## config.mk

```make
export PLATFORM = sky130hd
export DESIGN_NAME = bus_rx_fifo
export DESIGN_NICKNAME = d
export VERILOG_FILES = /design/src/rtl/bus_rx_fifo.sv
export SDC_FILE = /design/constraint.sdc
export NUM_CORES = 1
export LEC_CHECK = 0
export ABC_AREA = 1
export CAP_MARGIN = 25
export CORE_UTILIZATION = 31
export DETAILED_ROUTE_END_ITERATION = 8
export PLACE_DENSITY = 0.49
export SYNTH_ARGS = -nofsm -noshare
export SYNTH_HDL_FRONTEND = slang
export SYNTH_SLANG_ARGS = --single-unit
```

## constraint.sdc

```tcl
create_clock -name clk -period 4 [get_ports clk]
set_clock_uncertainty 0.2 [all_clocks]
set_input_delay 0.8 -clock clk [delete_from_list [all_inputs] [get_ports clk]]
set_output_delay 0.8 -clock clk [all_outputs]
set_load 0.1 [all_outputs]
```

## src/rtl/bus_rx_fifo.sv

```systemverilog
// Receive-side FWFT FIFO terminal for one bus port: captures push/D_push, serves pndng/pop/D_pop.
// Optional destination filtering is enabled by defining BUS_RX_ID_CHECK_EN.
module bus_rx_fifo #(
  parameter int         width = 16,
  parameter int         depth = 8,
  parameter logic [7:0] id    = 8'h00,
  parameter logic [7:0] bcast = 8'hFF
) (
  input  logic                         clk,
  input  logic                         reset,
  input  logic                         push,
  input  logic [width-1:0]             D_push,
  input  logic                         pop,
  output logic [width-1:0]             D_pop,
  output logic                         pndng,
  output logic                         full,
  output logic [$clog2(depth+1)-1:0]   count,
  output logic                         overflow,
  output logic [15:0]                  rx_cnt,
  output logic                         misroute
);

  localparam int AW = $clog2(depth);
  localparam int CW = $clog2(depth+1);

  logic [width-1:0] mem [depth];
  logic [AW-1:0]    wr_ptr;
  logic [AW-1:0]    rd_ptr;
  logic             dest_ok;
  logic             accept;
  logic             do_pop;

`ifdef BUS_RX_ID_CHECK_EN
  assign dest_ok = (D_push[width-1 -: 8] == id) || (D_push[width-1 -: 8] == bcast);

  always_ff @(posedge clk or negedge reset) begin
    if (!reset) begin
      misroute <= 1'b0;
    end else if (push && !dest_ok) begin
      misroute <= 1'b1;
    end
  end
`else
  logic unused_cfg;

  assign dest_ok    = 1'b1;
  assign misroute   = 1'b0;
  assign unused_cfg = ^{id, bcast};
`endif

  assign pndng  = (count != '0);
  assign full   = (count == CW'(depth));
  // A pop frees the head slot at the same edge, so a full FIFO may still accept.
  assign accept = push && dest_ok && (!full || pop);
  assign do_pop = pop && pndng;
  assign D_pop  = pndng ? mem[rd_ptr] : '0;

  always_ff @(posedge clk) begin
    if (accept) begin
      mem[wr_ptr] <= D_push;
    end
  end

  always_ff @(posedge clk or negedge reset) begin
    if (!reset) begin
      wr_ptr   <= '0;
      rd_ptr   <= '0;
      count    <= '0;
      rx_cnt   <= '0;
      overflow <= 1'b0;
    end else begin
      if (accept) begin
        wr_ptr <= wr_ptr + AW'(1);
        rx_cnt <= rx_cnt + 16'd1;
      end
      if (do_pop) begin
        rd_ptr <= rd_ptr + AW'(1);
      end
      if (accept && !do_pop) begin
        count <= count + CW'(1);
      end else if (!accept && do_pop) begin
        count <= count - CW'(1);
      end
      if (push && dest_ok && full && !pop) begin
        overflow <= 1'b1;
      end
    end
  end

endmodule

```

==> results.sh, run 1 <==
export IMPL_status="finished, final reports clean"
export IMPL_required_ns=3.00
export IMPL_via_per_inst=4.618
export IMPL_cp_end_kind="output port"
export IMPL_postLayoutCoreUtil_pct=39.50
export IMPL_dr_pass1_iters=4
export IMPL_placed_area_um2=7765
export IMPL_drive_above_1_share_pct=11.74
export IMPL_drt_initial_drc_count=264
export IMPL_io_pins=60
export IMPL_port_buffers=58
export IMPL_core_area_um2=21220
export IMPL_layout_nets=723
export IMPL_yosysUniqueCellTypes=35
export IMPL_ant_nets=0
export IMPL_fin_crit_ns=3.410
export IMPL_cts_hold_buf=0
export IMPL_r2r_start="count[0]$_DFFE_PN0P_"
export IMPL_clk_pin_slew_ns=0.06
export IMPL_synth_edf_count=128
export IMPL_cp_max_fo=33
export IMPL_worstSkewPairLatency_ns=0.42
export IMPL_stdcell_area_um2=8382
export IMPL_gr_total_overflow=0
export IMPL_clock_sinks=155
export IMPL_fp_dieH_um=149.6
export IMPL_area_growth_syn_to_layout_pct=24.10
export IMPL_dieWidth_um=149.6
export IMPL_syn_area_um2=6754
export IMPL_ys_seq_area_share_pct=66.91
export IMPL_yosysWarnings=0
export IMPL_crit_type="reg -> out"
export IMPL_fin_tns_setup_ns=0
export IMPL_htreeDepth=4
export IMPL_slew_viol_final=0
export IMPL_hpwlAfterDp_um=8954
export IMPL_async_flop_share_pct=17.42
export IMPL_n_fill_cell=2063
export IMPL_fmax_ghz=0.2933
export IMPL_hold_path_class="reg -> reg"
export IMPL_antenna_found_initial=0
export IMPL_slew_headroom_pct=34.26
export IMPL_min_delay_start="overflow$_DFFE_PN0P_"
export IMPL_vias=4535
export IMPL_initial_core_util_pct=31.83
export IMPL_wl_um=15310
export IMPL_cp_arrival_ns=2.41
export IMPL_post_route_period_util_pct=85.24
export IMPL_tightest_slew_ns=0.9830
export IMPL_clock_tree_buffer_depth=2
export IMPL_grt_pass1_vias=4552
export IMPL_grt_pass1_wl_um=24430
export IMPL_finalSetupViolations=0
export IMPL_rsz0062_at_grt="no"
export IMPL_synth_seq_cells=155
export IMPL_pre_cts_ws_ns=0.7117
export IMPL_antenna_cells=0
export IMPL_syn_area_per_cell_um2=10.65
export IMPL_rows=53
export IMPL_finalWorstSetupSlack_ns=0.5903
export IMPL_postSynthCellCount=634
export IMPL_cts_tree="yes"
export IMPL_cts_resized=0
export IMPL_synth_top_flop_cell="edfxtp_1"
export IMPL_dieArea_um2=22380
export IMPL_grt_max_degree=66
export IMPL_numCtsBuffers=17
export IMPL_place_congestion=0.8013
export IMPL_hold_viol=0
export IMPL_post_cts_buffers=0
export IMPL_syn_num_nets=661
export IMPL_drt_wirelength_per_cell_um=15.59
export IMPL_cap_violations=0
export IMPL_start_kind="register"
export IMPL_cts_root_buf="clkbuf_16"
export IMPL_route_detailed_drc=0
export IMPL_layout_common_cells="180 x nor2_1, 128 x edfxtp_1, 102 x nand2_1"
export IMPL_startpoint="rd_ptr[1]$_DFFE_PN0P_"
export IMPL_layout_commonest_cell="nor2_1"
export IMPL_grt_use_total_pct=14.73
==> per-layer routing <==
| layer | part of all wire, % | up-vias | track usage, % | wire length, um |
|---|---|---|---|---|
| li1 | - | 2242 | - | - |
| met1 | 46 | 2193 | 18.86 | 6986 |
| met2 | 49 | 87 | 24.21 | 7512 |
| met3 | 3.8 | 13 | 3.445 | 580 |
| met4 | 1.5 | 0 | 5.306 | 229 |
| met5 | 0 | - | 0 | 0 |
==> layout make-up <==
cell class | count | area [um^2] | share of cell area [%]
Clock buffer | 17 | 425.4 | 5.075
Clock inverter | 13 | 191.4 | 2.284
Inverter | 23 | 86.33 | 1.030
Multi-Input combinational cell | 427 | 1961 | 23.39
Sequential cell | 155 | 4521 | 53.93
Tap cell | 275 | 344.1 | 4.105
Timing Repair Buffer | 72 | 853.3 | 10.18
==> synthesized netlist by cell type, types with 2 or more instances <==
cell type | instances | area [um^2]
a21oi_1 | 2 | 10.01
buf_2 | 11 | 55.05
buf_4 | 3 | 22.52
buf_6 | 8 | 90.09
clkbuf_1 | 2 | 7.510
clkbuf_2 | 2 | 10.01
clkbuf_8 | 2 | 27.53
dfrtp_1 | 27 | 675.7
edfxtp_1 | 128 | 3844
ha_1 | 6 | 75.07
inv_1 | 19 | 71.32
inv_2 | 4 | 15.01
nand2_1 | 102 | 382.9
nand3_1 | 26 | 130.1
nand3b_1 | 4 | 30.03
nand4_1 | 4 | 25.02
nor2_1 | 189 | 709.4
o21ai_0 | 52 | 260.3
o21ai_1 | 17 | 85.08
o21bai_1 | 4 | 30.03
xnor2_1 | 6 | 52.55
xor2_1 | 3 | 26.28
==> flip-flops by register name, indices dropped and copies added (netlist names) <==
| signal | cells |
|---|---|
| rx_cnt | 16 |
| rd_ptr | 3 |
| count | 4 |
| overflow | 1 |
| mem | 128 |
| wr_ptr | 3 |
==> stage by stage <==
stage	std cells	hold WS (ns)
floorplan	634	0.2822
global placement	952	0.2718
detailed placement	952	0.2695
CTS	982	0.2836
global route	982	0.3362
finish	982	0.2861
==> worst max-delay path, stage by stage (launching register included) <==
cell and delay (ns):
dfrtp_1 0.65, inv_2 0.44, nor2_1 0.19, o21ai_1 0.07
nand3_1 0.11, nand2_1 0.06, nor2_1 0.25, buf_12 0.22
==> worst paths after layout <==
kind | to | slack, ns | cells past startpoint
setup / recovery | D_pop[2] | 0.59 | 7
hold reg to reg | overflow$_DFFE_PN0P_ | 0.29 | 1
hold / removal | overflow$_DFFE_PN0P_ | 0.29 | 1
min in group asynchronous | rx_cnt[5]$_DFFE_PN0P_ | 0.56 | 2
setup reg to reg | count[3]$_DFFE_PN0P_ | 1.14 | 12
max in group asynchronous | rd_ptr[0]$_DFFE_PN0P_ | 2.73 | 2
==> cells by family (layout without fill, tap and decap cells) <==
group                    after synthesis  after routing  synth area share, %
adder cells (fa/ha/maj)                7              7                1.408
flip-flops                           155            155                66.91
XOR/XNOR                               9              9                1.167
other                                  1              1              0.05552
AO/OA/AOI/OAI                         77             77                5.947
AND/OR/NAND/NOR                      333            333                20.03
buffers and inverters                 52            125                4.483
Power of run 1 is not shown: default switching activity piles up to over one toggle a cycle in this logic, so the estimate is an artifact.
==> run 2, diff against run 1 <==
--- a/config.mk
+++ b/config.mk
@@ -10,6 +10,7 @@
 export CORE_UTILIZATION = 31
 export DETAILED_ROUTE_END_ITERATION = 8
 export PLACE_DENSITY = 0.49
+export REMOVE_ABC_BUFFERS = 1
 export SYNTH_ARGS = -nofsm -noshare
 export SYNTH_HDL_FRONTEND = slang
 export SYNTH_SLANG_ARGS = --single-unit
==> run 2 against run 1 <==
Against the previous run: global-route usage hardly changed; count of clock-buffer cells in the layout increased by 3; first-iteration DRC count shrank 8.3%; final cell count grew 0.20%; via count did not move; die area did not move; critical path type unchanged.
==> results.sh, run 2 (synthesis results as in run 1) <==
export IMPL_crit_top_cell="nor2_1"
export IMPL_htreeDepth=4
export IMPL_cts_hold_buf=0
export IMPL_grt_pass1_vias=4548
export IMPL_top_register="mem"
export IMPL_cp_depth=7
export IMPL_wl_um=15280
export IMPL_core_area_um2=21220
export IMPL_crit_type="reg -> out"
export IMPL_crit_chain="inv_2, nor2_1, o21ai_0, nand2_1, nor2_1, nor2_1, buf_12"
export IMPL_status="finished, final reports clean"
export IMPL_met1_length_um=7105
export IMPL_gr_total_overflow=0
export IMPL_hold_path_class="reg -> reg"
export IMPL_n_fill_cell=2060
export IMPL_clock_tree_buffer_depth=2
export IMPL_clk_pin_slew_ns=0.06
export IMPL_tightest_slew_ns=0.9847
export IMPL_post_route_period_util_pct=88.47
export IMPL_layout_commonest_cell="nor2_1"
export IMPL_crit_path_max_incr_delay_ns=0.71
export IMPL_route_detailed_drc=0
export IMPL_grt_max_degree=41
export IMPL_dieArea_um2=22380
export IMPL_port_buffers=58
export IMPL_start_kind="register"
export IMPL_place_congestion=0.8099
export IMPL_cp_arrival_ns=2.54
export IMPL_antenna_cells=0
export IMPL_whs_path_depth=1
export IMPL_io_pins=60
export IMPL_worstRegToRegCells=12
export IMPL_wl_met2_um=7253
export IMPL_drt_initial_drc_count=242
export IMPL_multi_input_area_um2=1932
export IMPL_seqCellArea_um2=4521
export IMPL_rows=53
export IMPL_layout_nets=723
export IMPL_reg_largest_list="mem x128, rx_cnt x16, count x4"
export IMPL_fp_dieH_um=149.6
export IMPL_cp_max_fo=33
export IMPL_required_ns=3.00
export IMPL_dieWidth_um=149.6
export IMPL_cp_end_kind="output port"
export IMPL_ant_nets=0
export IMPL_clock_sinks=155
export IMPL_cap_violations=0
export IMPL_wl_met3_um=701
export IMPL_fmax_ghz=0.2826
export IMPL_drt_wirelength_per_cell_um=15.53
export IMPL_finalSetupViolations=0
export IMPL_initial_core_util_pct=31.83
export IMPL_rsz0062_at_grt="no"
export IMPL_cts_tree="yes"
export IMPL_numCtsBuffers=17
export IMPL_drive_above_1_share_pct=10.16
export IMPL_area_growth_syn_to_layout_pct=23.10
export IMPL_worstSkewPairLatency_ns=0.42
export IMPL_path_delay_family="flip-flops"
export IMPL_dr_pass1_iters=5
export IMPL_vias=4535
export IMPL_via_per_inst=4.609
export IMPL_grt_pass1_wl_um=24470
export IMPL_hold_viol=0
export IMPL_grt_use_total_pct=14.74
export IMPL_layout_common_cells="189 x nor2_1, 128 x edfxtp_1, 102 x nand2_1"
export IMPL_largest_register_ffs=128
export IMPL_postLayoutCoreUtil_pct=39.18
export IMPL_slew_headroom_pct=34.15
export IMPL_fin_crit_ns=3.539
export IMPL_crit_slowest_cell="dfrtp_1"
export IMPL_post_cts_buffers=0
export IMPL_cts_resized=0
export IMPL_slew_viol_final=0
export IMPL_antenna_found_initial=0
export IMPL_top_layer_used="met4"
export IMPL_critPathBufInv=2
export IMPL_hpwlAfterDp_um=8865
export IMPL_cts_root_buf="clkbuf_16"
run 2: stage by stage:
step | setup TNS, ns | hold slack, ns | setup slack [ns] | instance area [um^2] | instances
5_1_grt | 0 | 0.3346 | 0.2207 | 8314 | 984
3_5_place_dp | 0 | 0.2866 | 0.6462 | 7736 | 952
3_3_place_gp | 0 | 0.2774 | 0.7954 | 7736 | 952
2_1_floorplan | -4.535 | 0.2825 | -0.9442 | 6538 | 605
4_1_cts | 0 | 0.3052 | 0.3930 | 8314 | 984
6_report | 0 | 0.2966 | 0.4612 | 8314 | 984
run 2: routing by layer:
metal | up-vias | global-route usage [%]
met1 | 2182 | 19.00
met3 | 15 | 3.445
met2 | 91 | 24.03
met4 | 0 | 5.459
li1 | 2247 | -
met5 | - | 0
run 2: path summary, 6_finish.rpt:
check,startpoint,endpoint,slack [ns]
worst max-delay path,rd_ptr[1]$_DFFE_PN0P_,D_pop[7],0.46
worst min-delay path,overflow$_DFFE_PN0P_,overflow$_DFFE_PN0P_,0.30
worst max register to register,count[0]$_DFFE_PN0P_,count[3]$_DFFE_PN0P_,1.13
worst min register to register,overflow$_DFFE_PN0P_,overflow$_DFFE_PN0P_,0.30
max in group asynchronous,reset,rd_ptr[0]$_DFFE_PN0P_,2.72
min in group asynchronous,reset,overflow$_DFFE_PN0P_,0.56
run 2: layout make-up:
class	instances	share of cell area, %
Clock buffer	20	5.252
Clock inverter	12	1.701
Timing Repair Buffer	72	10.26
Tap cell	275	4.138
Sequential cell	155	54.37
Inverter	23	1.038
Multi-Input combinational cell	427	23.24
run 2: worst register-to-register path, stage by stage, from the launching register on:
cell	delay, ns
dfrtp_1	0.48
nor2_2	0.23
nand2_2	0.36
nand2_1	0.32
ha_1	0.23
inv_1	0.10
ha_1	0.34
a21oi_1	0.21
nand2_1	0.07
nand2_1	0.07
nand2_1	0.05
nand2_1	0.05
nand2_1	0.05
Power of run 2 is left out for the same reason.
==> run 3, diff against run 2 <==
--- a/config.mk
+++ b/config.mk
@@ -7,9 +7,10 @@
 export LEC_CHECK = 0
 export ABC_AREA = 1
 export CAP_MARGIN = 25
-export CORE_UTILIZATION = 31
+export CORE_UTILIZATION = 45
 export DETAILED_ROUTE_END_ITERATION = 8
-export PLACE_DENSITY = 0.49
+export GPL_ROUTABILITY_DRIVEN = 0
+export PLACE_DENSITY = 0.66
 export REMOVE_ABC_BUFFERS = 1
 export SYNTH_ARGS = -nofsm -noshare
 export SYNTH_HDL_FRONTEND = slang
==> constraint.sdc (replaced) <==
create_clock -name clk -period 3.84 [get_ports clk]
set_clock_uncertainty 0.2 [all_clocks]
set_input_delay 0.768 -clock clk [delete_from_list [all_inputs] [get_ports clk]]
set_output_delay 0.768 -clock clk [all_outputs]
set_load 0.1 [all_outputs]
==> run 3 against run 2 <==
Against the previous run: final cell count is 9.2% lower; critical path depth rose by 1; sequential share of layout area increased by 0.87 points; die area down 31%; wire length decreased by 5.7%; hold slack improved by 0.026 ns.
==> results.sh, run 3 (synthesis results as in run 1) <==
export IMPL_status="finished, final reports clean"
export IMPL_ant_nets=0
export IMPL_drt_initial_drc_count=352
export IMPL_clock_sinks=155
export IMPL_hpwlAfterDp_um=8168
export IMPL_finalSetupViolations=0
export IMPL_cp_max_fo=33
export IMPL_post_route_period_util_pct=91.87
export IMPL_clk_pin_slew_ns=0.06
export IMPL_largest_register_ffs=128
export IMPL_cts_root_buf="clkbuf_16"
export IMPL_layout_nets=723
export IMPL_fmax_ghz=0.2835
export IMPL_wl_um=14400
export IMPL_grt_max_degree=66
export IMPL_cp_end_kind="output port"
export IMPL_tightest_slew_ns=0.9905
export IMPL_via_per_inst=5.166
export IMPL_top_register="mem"
export IMPL_rsz0062_at_grt="no"
export IMPL_grt_pass1_wl_um=23380
export IMPL_io_pins=60
export IMPL_cts_tree="yes"
export IMPL_fin_crit_ns=3.528
export IMPL_vias=4613
export IMPL_antenna_found_initial=0
export IMPL_critPathBufInv=3
export IMPL_dieWidth_um=124.5
export IMPL_port_buffers=58
export IMPL_dr_pass1_iters=5
export IMPL_n_fill_cell=1258
export IMPL_rows=44
export IMPL_drt_wirelength_per_cell_um=16.13
export IMPL_area_growth_syn_to_layout_pct=21.16
export IMPL_drive_above_1_share_pct=10.44
export IMPL_numCtsBuffers=17
export IMPL_start_kind="register"
export IMPL_cts_resized=0
export IMPL_hold_viol=0
export IMPL_layout_commonest_cell="nor2_1"
export IMPL_grt_pass1_vias=4566
export IMPL_route_detailed_drc=0
export IMPL_crit_slowest_cell="buf_4"
export IMPL_slew_viol_final=0
export IMPL_dieArea_um2=15500
export IMPL_crit_chain="buf_4, inv_2, nor2_1, o21ai_1, nand3_1, nand2_1, nor2_1, buf_12"
export IMPL_htreeDepth=4
export IMPL_cts_hold_buf=0
export IMPL_slew_headroom_pct=33.76
export IMPL_crit_type="reg -> out"
export IMPL_required_ns=2.87
export IMPL_core_area_um2=14590
export IMPL_cap_violations=0
export IMPL_cp_arrival_ns=2.56
export IMPL_gr_total_overflow=0
export IMPL_initial_core_util_pct=46.30
export IMPL_fp_dieH_um=124.5
export IMPL_fin_hold_ws_ns=0.3227
export IMPL_layout_common_cells="189 x nor2_1, 128 x edfxtp_1, 102 x nand2_1"
export IMPL_post_cts_buffers=0
export IMPL_hold_path_class="reg -> reg"
export IMPL_fin_tns_setup_ns=0
export IMPL_clock_tree_buffer_depth=2
export IMPL_antenna_cells=0
export IMPL_grt_use_total_pct=19.56
export IMPL_crit_top_cell="nor2_1"
export IMPL_reg_largest_list="mem x128, rx_cnt x16, count x4"
export IMPL_crit_path_max_incr_delay_ns=0.40
export IMPL_path_delay_family="buffers and inverters"
export IMPL_worstSkewPairLatency_ns=0.41
-- run 3: final cells by class --
type                       instances  area (um^2)  share of cell area, %
sequential                       155         4521                  55.24
tap                              184        230.2                  2.813
clock inverter                    10        126.4                  1.544
clock buffer                      22        454.2                  5.550
inverter                          23        86.33                  1.055
timing repair buffer              72        833.3                  10.18
multi-input combinational        427         1932                  23.61
-- run 3: through the flow --
stage          cell area (um^2)  setup slack [ns]  utilization [%]  instances
2_1_floorplan              6538            -1.072                -        605
3_5_place_dp               7602            0.5745            52.11        861
3_3_place_gp               7602            0.6619            52.11        861
6_report                   8183            0.3121            56.09        893
4_1_cts                    8183            0.2947            56.09        893
5_1_grt                    8183            0.1529            56.09        893
-- run 3: final timing paths --
path,start,end,slack (ns),depth (start not counted)
min in group asynchronous,reset,rx_cnt[14]$_DFFE_PN0P_,0.53,2
setup / recovery,rd_ptr[1]$_DFFE_PN0P_,D_pop[1],0.31,8
hold reg to reg,overflow$_DFFE_PN0P_,overflow$_DFFE_PN0P_,0.32,1
hold / removal,overflow$_DFFE_PN0P_,overflow$_DFFE_PN0P_,0.32,1
setup reg to reg,count[0]$_DFFE_PN0P_,count[3]$_DFFE_PN0P_,1.06,12
max in group asynchronous,reset,rd_ptr[0]$_DFFE_PN0P_,2.62,2
-- run 3: layer usage --
metal | vias to the layer above | part of all wire, % | global-route usage [%]
met1 | 2209 | 44 | 24.85
met5 | - | 0 | 0
met3 | 10 | 6.0 | 5.026
li1 | 2250 | - | -
met2 | 144 | 49 | 32.82
met4 | 0 | 0.83 | 5.953
Power of run 3 is left out for the same reason.
